## config.mk

```make
export PLATFORM = sky130hd
export DESIGN_NAME = aes_word_loader
export DESIGN_NICKNAME = d
export VERILOG_FILES = /design/src/rtl/aes_word_loader.sv
export SDC_FILE = /design/constraint.sdc
export NUM_CORES = 1
export LEC_CHECK = 0
export ABC_CLOCK_PERIOD_IN_PS = 19200
export BUFFER_PORTS_ARGS = -buffer_cell sky130_fd_sc_hd__buf_2
export CORE_MARGIN = 5
export CORE_UTILIZATION = 35
export CTS_CLUSTER_SIZE = 20
export DETAILED_ROUTE_END_ITERATION = 8
export PLACE_DENSITY = 0.6
export SLEW_MARGIN = 15
export SYNTH_ARGS = -nofsm -noshare
export SYNTH_HDL_FRONTEND = slang
export SYNTH_SLANG_ARGS = --single-unit
```

## constraint.sdc

```tcl
create_clock -name CLK -period 19.2 [get_ports CLK]
set_input_delay 0.96 -clock CLK [delete_from_list [all_inputs] [get_ports CLK]]
set_output_delay 0.96 -clock CLK [all_outputs]
set_load 0.02 [all_outputs]
```

## src/rtl/aes_word_loader.sv

```systemverilog
// Word-serial host adapter for an AES-128 core; optional watchdog under `AES_LOADER_WDOG_EN.
// Issue pulse one cycle after the 4th word; ciphertext words stream one per RVALID&RREADY, held while RREADY=0.
module aes_word_loader #(
    parameter int WDOG_CYCLES = 31
) (
    input  logic         CLK,
    input  logic         RST,
    input  logic [31:0]  WDATA,
    input  logic         WSEL,
    input  logic         WVALID,
    output logic         WREADY,
    output logic [31:0]  RDATA,
    output logic         RVALID,
    input  logic         RREADY,
    output logic         ERR,
    output logic [127:0] KIN,
    output logic [127:0] DIN,
    output logic         KRDY,
    output logic         DRDY,
    input  logic         KVLD,
    input  logic         DVLD,
    input  logic [127:0] DOUT,
    input  logic         BSY
);

    typedef enum logic [2:0] {
        IDLE, LOAD, KISSUE, KWAIT, DISSUE, DWAIT, UNLOAD
    } state_t;

    state_t         state_q, state_d;
    logic           blk_type_q, blk_type_d;
    logic [1:0]     cnt_q, cnt_d;
    logic [95:0]    wbuf_q, wbuf_d;
    logic [127:0]   kin_q, kin_d;
    logic [127:0]   din_q, din_d;
    logic           krdy_q, krdy_d;
    logic           drdy_q, drdy_d;
    logic [127:0]   obuf_q, obuf_d;
    logic [1:0]     idx_q, idx_d;
    logic           rvalid_q, rvalid_d;
    logic [31:0]    rdata_q, rdata_d;
    logic           w_acc;
    logic           wdog_expired;

    assign WREADY = ~RST & ((state_q == IDLE) | (state_q == LOAD));
    assign w_acc  = WVALID & WREADY;

    always_comb begin
        state_d    = state_q;
        blk_type_d = blk_type_q;
        cnt_d      = cnt_q;
        wbuf_d     = wbuf_q;
        kin_d      = kin_q;
        din_d      = din_q;
        krdy_d     = 1'b0;
        drdy_d     = 1'b0;
        obuf_d     = obuf_q;
        idx_d      = idx_q;
        rvalid_d   = rvalid_q;
        rdata_d    = rdata_q;
        case (state_q)
            IDLE: begin
                if (w_acc) begin
                    blk_type_d = WSEL;
                    cnt_d      = 2'd1;
                    wbuf_d     = {64'b0, WDATA};
                    state_d    = LOAD;
                end
            end
            LOAD: begin
                if (w_acc) begin
                    // A type change restarts assembly with this word as word 0
                    if (WSEL != blk_type_q) begin
                        blk_type_d = WSEL;
                        cnt_d      = 2'd1;
                        wbuf_d     = {64'b0, WDATA};
                    end else if (cnt_q == 2'd3) begin
                        cnt_d = 2'd0;
                        if (blk_type_q) begin
                            kin_d   = {wbuf_q, WDATA};
                            krdy_d  = 1'b1;
                            state_d = KISSUE;
                        end else begin
                            din_d   = {wbuf_q, WDATA};
                            drdy_d  = ~BSY;
                            state_d = DISSUE;
                        end
                    end else begin
                        cnt_d  = cnt_q + 2'd1;
                        wbuf_d = {wbuf_q[63:0], WDATA};
                    end
                end
            end
            KISSUE: state_d = KWAIT;
            KWAIT: begin
                if (wdog_expired || KVLD) begin
                    state_d = IDLE;
                end
            end
            DISSUE: begin
                // Stay here through the cycle DRDY is high, then wait for the result
                if (wdog_expired) begin
                    state_d = IDLE;
                end else if (drdy_q) begin
                    state_d = DWAIT;
                end else begin
                    drdy_d = ~BSY;
                end
            end
            DWAIT: begin
                if (wdog_expired) begin
                    state_d = IDLE;
                end else if (DVLD) begin
                    obuf_d   = DOUT;
                    rdata_d  = DOUT[127:96];
                    rvalid_d = 1'b1;
                    idx_d    = 2'd0;
                    state_d  = UNLOAD;
                end
            end
            UNLOAD: begin
                if (rvalid_q && RREADY) begin
                    if (idx_q == 2'd3) begin
                        idx_d    = 2'd0;
                        rvalid_d = 1'b0;
                        state_d  = IDLE;
                    end else begin
                        idx_d = idx_q + 2'd1;
                        case (idx_q)
                            2'd0:    rdata_d = obuf_q[95:64];
                            2'd1:    rdata_d = obuf_q[63:32];
                            default: rdata_d = obuf_q[31:0];
                        endcase
                    end
                end
            end
            default: state_d = IDLE;
        endcase
    end

    always_ff @(posedge CLK or posedge RST) begin
        if (RST) begin
            state_q    <= IDLE;
            blk_type_q <= 1'b0;
            cnt_q      <= 2'd0;
            wbuf_q     <= '0;
            kin_q      <= '0;
            din_q      <= '0;
            krdy_q     <= 1'b0;
            drdy_q     <= 1'b0;
            obuf_q     <= '0;
            idx_q      <= 2'd0;
            rvalid_q   <= 1'b0;
            rdata_q    <= '0;
        end else begin
            state_q    <= state_d;
            blk_type_q <= blk_type_d;
            cnt_q      <= cnt_d;
            wbuf_q     <= wbuf_d;
            kin_q      <= kin_d;
            din_q      <= din_d;
            krdy_q     <= krdy_d;
            drdy_q     <= drdy_d;
            obuf_q     <= obuf_d;
            idx_q      <= idx_d;
            rvalid_q   <= rvalid_d;
            rdata_q    <= rdata_d;
        end
    end

`ifdef AES_LOADER_WDOG_EN
    localparam int WW = $clog2(WDOG_CYCLES + 1);

    logic [WW-1:0] wdog_q, wdog_d;
    logic          err_q, err_d;
    logic          in_wait;

    assign in_wait      = (state_q == KWAIT) | (state_q == DISSUE) | (state_q == DWAIT);
    assign wdog_expired = in_wait & (wdog_q == WW'(WDOG_CYCLES - 1));
    assign err_d        = wdog_expired;

    // Any state change restarts the count, so each wait state is timed from its own entry
    always_comb begin
        wdog_d = wdog_q;
        if (state_d != state_q) begin
            wdog_d = '0;
        end else if (in_wait) begin
            wdog_d = wdog_q + 1'b1;
        end
    end

    always_ff @(posedge CLK or posedge RST) begin
        if (RST) begin
            wdog_q <= '0;
            err_q  <= 1'b0;
        end else begin
            wdog_q <= wdog_d;
            err_q  <= err_d;
        end
    end

    assign ERR = err_q;
`else
    logic unused_wdog_cfg;

    assign wdog_expired    = 1'b0;
    assign unused_wdog_cfg = ^WDOG_CYCLES;
    assign ERR             = 1'b0;
`endif

    assign KIN    = kin_q;
    assign DIN    = din_q;
    assign KRDY   = krdy_q;
    assign DRDY   = drdy_q;
    assign RVALID = rvalid_q;
    assign RDATA  = rdata_q;

endmodule

```

Yosys cells after proc, flatten, opt, wreduce, memory -nomap -nowiden
Index checks and enable logic that the tools add are counted.

storage, ports and cells
  bits in registers = 491
  output and inout bits = 293
  logic and storage cells = 107

cells by class
  bitwise operators = 7
  eq/ne operators = 22
  $add $sub $neg = 2
  reductions and logical operators = 15
  muxes and demuxes = 49

operators with widths
  operator             number
  $mux 96              4
  $pmux 96 s2          1
  $pmux 32 s2          2
  $mux 32              3
  $mux 3               10
  $pmux 3 s7           1
  $ne 2x2->1 const B   9
  $mux 1               16
  $reduce_and 4->1     4
  $mux 2               7
  $reduce_and 5->1     2
  $eq 3x3->1 const B   3
  $reduce_and 9->1     1
  $pmux 2 s2           2
  $eq 3x2->1 const B   2
  $pmux 1 s2           3
  $reduce_and 3->1     2
  $add 2x1->2 const B  2
  $eq 2x2->1 const B   2
  $ne 2x1->1 const B   2
  $not 1->1            4
  $reduce_bool 2->1    2
  $eq 3x1->1 const B   1
  $logic_not 3->1      1
  8 further kinds      9

Depth between registers and ports, before layout
  depth in word-level cells = 6
  gate-level depth with buffers = 8
  depth with buffers taken out = 6

Worst setup path after synthesis
No wires, ideal clock.

  path type = input to register
  start point = input WSEL
  end point = register wbuf_q[10]
  path buffers = 2
  stages = 7
  slack = 16.699 ns
  arrival = 2.376 ns
  cells stage by stage = inv_1 -> ha_1 -> nand2b_1 -> a32oi_2 -> buf_6 -> buf_6 -> mux2_4

between the ends
  word-level cells in the longest chain between the ends = 4
  elaborated cells between the ends (all ways) = 6

RTL lines
  what                  RTL line  text
  from (decl)           9         input logic WSEL,
  $ne 1x1->1 *          73        if (WSEL != blk_type_q) begin
  $mux 96               73
  $mux 96               71        if (w_acc) begin
  $pmux 96 s2           61        case (state_q)
  to (signal assigned)  159       wbuf_q <= wbuf_d;
  to (decl)             33        logic [95:0] wbuf_q, wbuf_d;

Every way passes the cells marked *; elsewhere a longest branch is shown, timed or not. The select of a mux whose other input is x is not followed.
A chain may end at the register's enable or synchronous reset.

Final worst setup path
  start point = register state_q[2]
  end point = register din_q[84] (netlist: DIN[84])

between the ends
  word-level cells in the longest chain between the ends = 5
  elaborated cells between the ends (all ways) = 6

RTL lines
  what                                           RTL line  text
  from (decl)                                    30        state_t state_q, state_d;
  from (signal assigned)                         156       state_q <= state_d;
  $eq 3x1->1 or $logic_not 3->1 (tied branches)  45, 61
  $or 1x1->1                                     45        assign WREADY = ~RST & ((state_q == IDLE) | (state_q == LOAD));
  $and 1x1->1                                    45
  $and 1x1->1                                    46        assign w_acc = WVALID & WREADY;
  $reduce_and 5->1 (no line) *                   --
  to (signal assigned)                           161       din_q <= din_d;
  to (decl)                                      35        logic [127:0] din_q, din_d;

Every way passes the cells marked *; elsewhere a longest branch is shown, timed or not.

==> results.md <==
* Clock-pin slew on the worst setup and hold paths at approximately 0.07 ns
* Reg power frac at between 40% and 50%
* NumNets Final at ~2000
* Reg2reg start: state_q[2]
* CTS tree: yes
* Status: finished, final reports clean
* Synth Net Count at 1564
* Max-cap violation count at 0
* Fraction of layout cells with a size suffix above 1 at 52.6%
* Num CTS Buffers at 53
* H-tree depth at 2
* Worst r2r path cells at 6
* Vias in the first global route at between 10000 and 15000
* Resize count post-CTS at 0
* R2R setup slack at 15.70 ns
* Critical Path Start: state_q[2]
* Worst setup margin at ~16 ns
* Net switching power at 1270 uW
* Max clock buf depth at 3
* Hold Slack at 0.494 ns
* Actual slew at the worst max-slew pin at 1.02 ns
* Root buf cell: clkbuf_16
* Distinct cells, synth at 44
* Worst min path class: reg -> reg
* Clk network pwr share at 28.2%
* RSZ-0062 raised after global routing: false
* WL/cell at 20.6 um
* Post-synth top area cell: dfrtp_1
* GR Util All Layers at 17.3%
* Synth Flop Type: dfrtp_1
* Crit. End Element: flip-flop
* I/O Pins at 461
* Max transition margin at 31.8%
* 1st-iter DRT viols at 659
* Worst setup path end: DIN[84]
* Max Fclk at 286 MHz
* Drt pass-1 iters at 4
* Fin crit share at 18.2%
* Dpl cell area at approximately 0.023 mm2
* Worst R2R End: DIN[84]
* Die area at about 0.06 mm2
* Worst-Skew Late Latency at 0.64 ns
* Asr flop ratio synth at 100%
* Synth top area cells: dfrtp_1 (62%), mux2_2 (23%), nand2_1 (2.9%), o21ai_0 (1.9%), buf_6 (1.5%)
* Post-synth top area share at just over 60%
* Post-synthesis sequential area ratio at 62.2%
* Switch share at 33.9%
* CTS Hold Buffers Added at 0
* Initial antenna violation count at 8
* Setup_tns at 0 ns
* Overall power at 3740 uW
* Internal power at 2470 uW
* Power density over cell area at 153 mW/mm2
* Chip width at 248 um
* Combinational power share at 28.2%
* Drt total wl at 54.2 mm
* Tmin final at 3.50 ns
* FF+latch count, synth at 491
* Count of final hold-check violations at 0
* CP Data Required Time at 19.66 ns
* Final Wtd Congestion at 0.823
* CTS sink cnt at 491
* Crit path arrival time at 3.96 ns
* Worst VDD drop at 0.0806 mV
* Max FO, Critical Path at 58
* Synthesis Warnings at 0
* Startpoint types: flip-flop
* Drt via density at 4.76
* Starting density of the core at 35.1%
* GR Overflow Total at 0
* Post-route cell area at about 0.024 mm2
* DRC violation count after routing at 0
* Commonest cells after routing, fill and taps aside: dfrtp_1 (491), buf_2 (459), mux2_2 (396), nand2_1 (151), o21ai_0 (75)
* Post-CTS setup buffer count at 0
* Vias post-DR at about 13000
* First-pass GRT wire length at about 80 mm
* Antenna Nets Post-Route at 0
* Pin count of the biggest net entering global routing at 180
* Core area at 0.0562 mm2
* Die Ht at 248 um
* Post-synth EDFFs at 0
* Leading cell type in the layout, fill and taps excluded: dfrtp_1
* Max-slew violations at 0
* Layout area overhead at 23.9%
* Syn avg cell area at ~14 um2
* Num rows at between 80 and 90
* Leakage Power at 0.0127 uW
* Port buffer count at between 400 and 500
* Dpl ws at 15.22 ns
* Kind of critical path: reg -> reg
* Cells after synthesis at about 1400
* Final setup fails at 0
* Dpl hpwl at about 38 mm
* Clk_skew at 0.0574 ns
* Post-Synthesis Cell Area at 0.0197 mm2
stage by stage:
step	utilization, %	std cells
after floorplan	-	1390
after global placement	40.2	2534
after detailed placement	40.2	2534
after CTS	43.5	2629
after global routing	43.5	2635
final	43.5	2637
state kept, by name, summed over array words and instances, names as in the netlist:
| signal | flops |
|---|---|
| KRDY | 1 |
| DIN | 128 |
| wbuf_q | 96 |
| RDATA | 32 |
| DRDY | 1 |
| idx_q | 2 |
| state_q | 3 |
| cnt_q | 2 |
| RVALID | 1 |
| blk_type_q | 1 |
| KIN | 128 |
| obuf_q | 96 |
worst max-delay path, cell delays in order, from the launching register on:
cell and delay, ns:
dfrtp_1 0.69, nand2b_1 0.26, nor3_2 0.10, nand3_4 0.43, buf_4 0.75, buf_4 0.61
mux2_2 0.40
power groups by stage:
stage	Clock [uW]	Sequential (uW)	Combinational, uW
after floorplan	0	1740	566
after detailed placement	0	1650	1070
after CTS	1080	1630	1080
after global routing	1120	1680	1150
final	1050	1630	1060
after global placement	0	1640	1050
cells by family (layout without fill, tap and decap cells):
| family | after synthesis | in the layout | share of synthesized area, % |
|---|---|---|---|
| AO/OA/AOI/OAI | 175 | 175 | 5.34 |
| adder cells (fa/ha/maj) | 6 | 6 | 0.380 |
| buffers and inverters | 98 | 581 | 3.18 |
| flip-flops | 491 | 491 | 62.2 |
| multiplexers | 427 | 427 | 24.6 |
| other | 1 | 9 | 0.0190 |
| AND/OR/NAND/NOR | 192 | 192 | 4.20 |
per-layer routing:
| layer | global-route usage [%] | vias to the layer above | share of wire (%) |
|---|---|---|---|
| met5 | 0 | - | 0.024 |
| met4 | 5.99 | 2 | 2.9 |
| met3 | 3.67 | 83 | 5.7 |
| met2 | 29.5 | 300 | 51 |
| met1 | 21.8 | 6363 | 40 |
| li1 | - | 5793 | - |
synth_stat cells (all sizes together) (3+ instances only):
master and count:
dfrtp 491, mux2 419, nand2 151, o21ai 75
buf 59, a21oi 53, a22o 33, clkbuf 28
inv 11, nor2 11, mux2i 8, ha 6
nand3 5, nand2b 4, nor3 4, and2 3
nand3b 3, o2111ai 3
area by class of cell:
type | instances | area (um2)
Antenna cell | 8 | 20.0
Clock buffer | 71 | 1480
Clock inverter | 24 | 339
Fill cell | 5332 | 31700
Inverter | 11 | 48.8
Multi-Input combinational cell | 801 | 6900
Sequential cell | 491 | 12300
Tap cell | 756 | 946
Timing Repair Buffer | 475 | 2430
how the worst min path moves through the flow:
| stage | cells after the start | end | slack (ns) | start |
|---|---|---|---|---|
| 2_1_floorplan | 2 | wbuf_q[64] | 0.46 | wbuf_q[64] |
| 3_3_place_gp | 1 | KIN[12] | 0.47 | KIN[12] |
| 3_5_place_dp | 1 | KIN[11] | 0.48 | KIN[11] |
| 4_1_cts | 2 | DRDY | 0.49 | BSY |
| 5_1_grt | 1 | KIN[120] | 0.51 | KIN[120] |
| 6_report | 1 | KIN[10] | 0.49 | KIN[10] |
No activity file was read; power rests on OpenSTA's default activity.
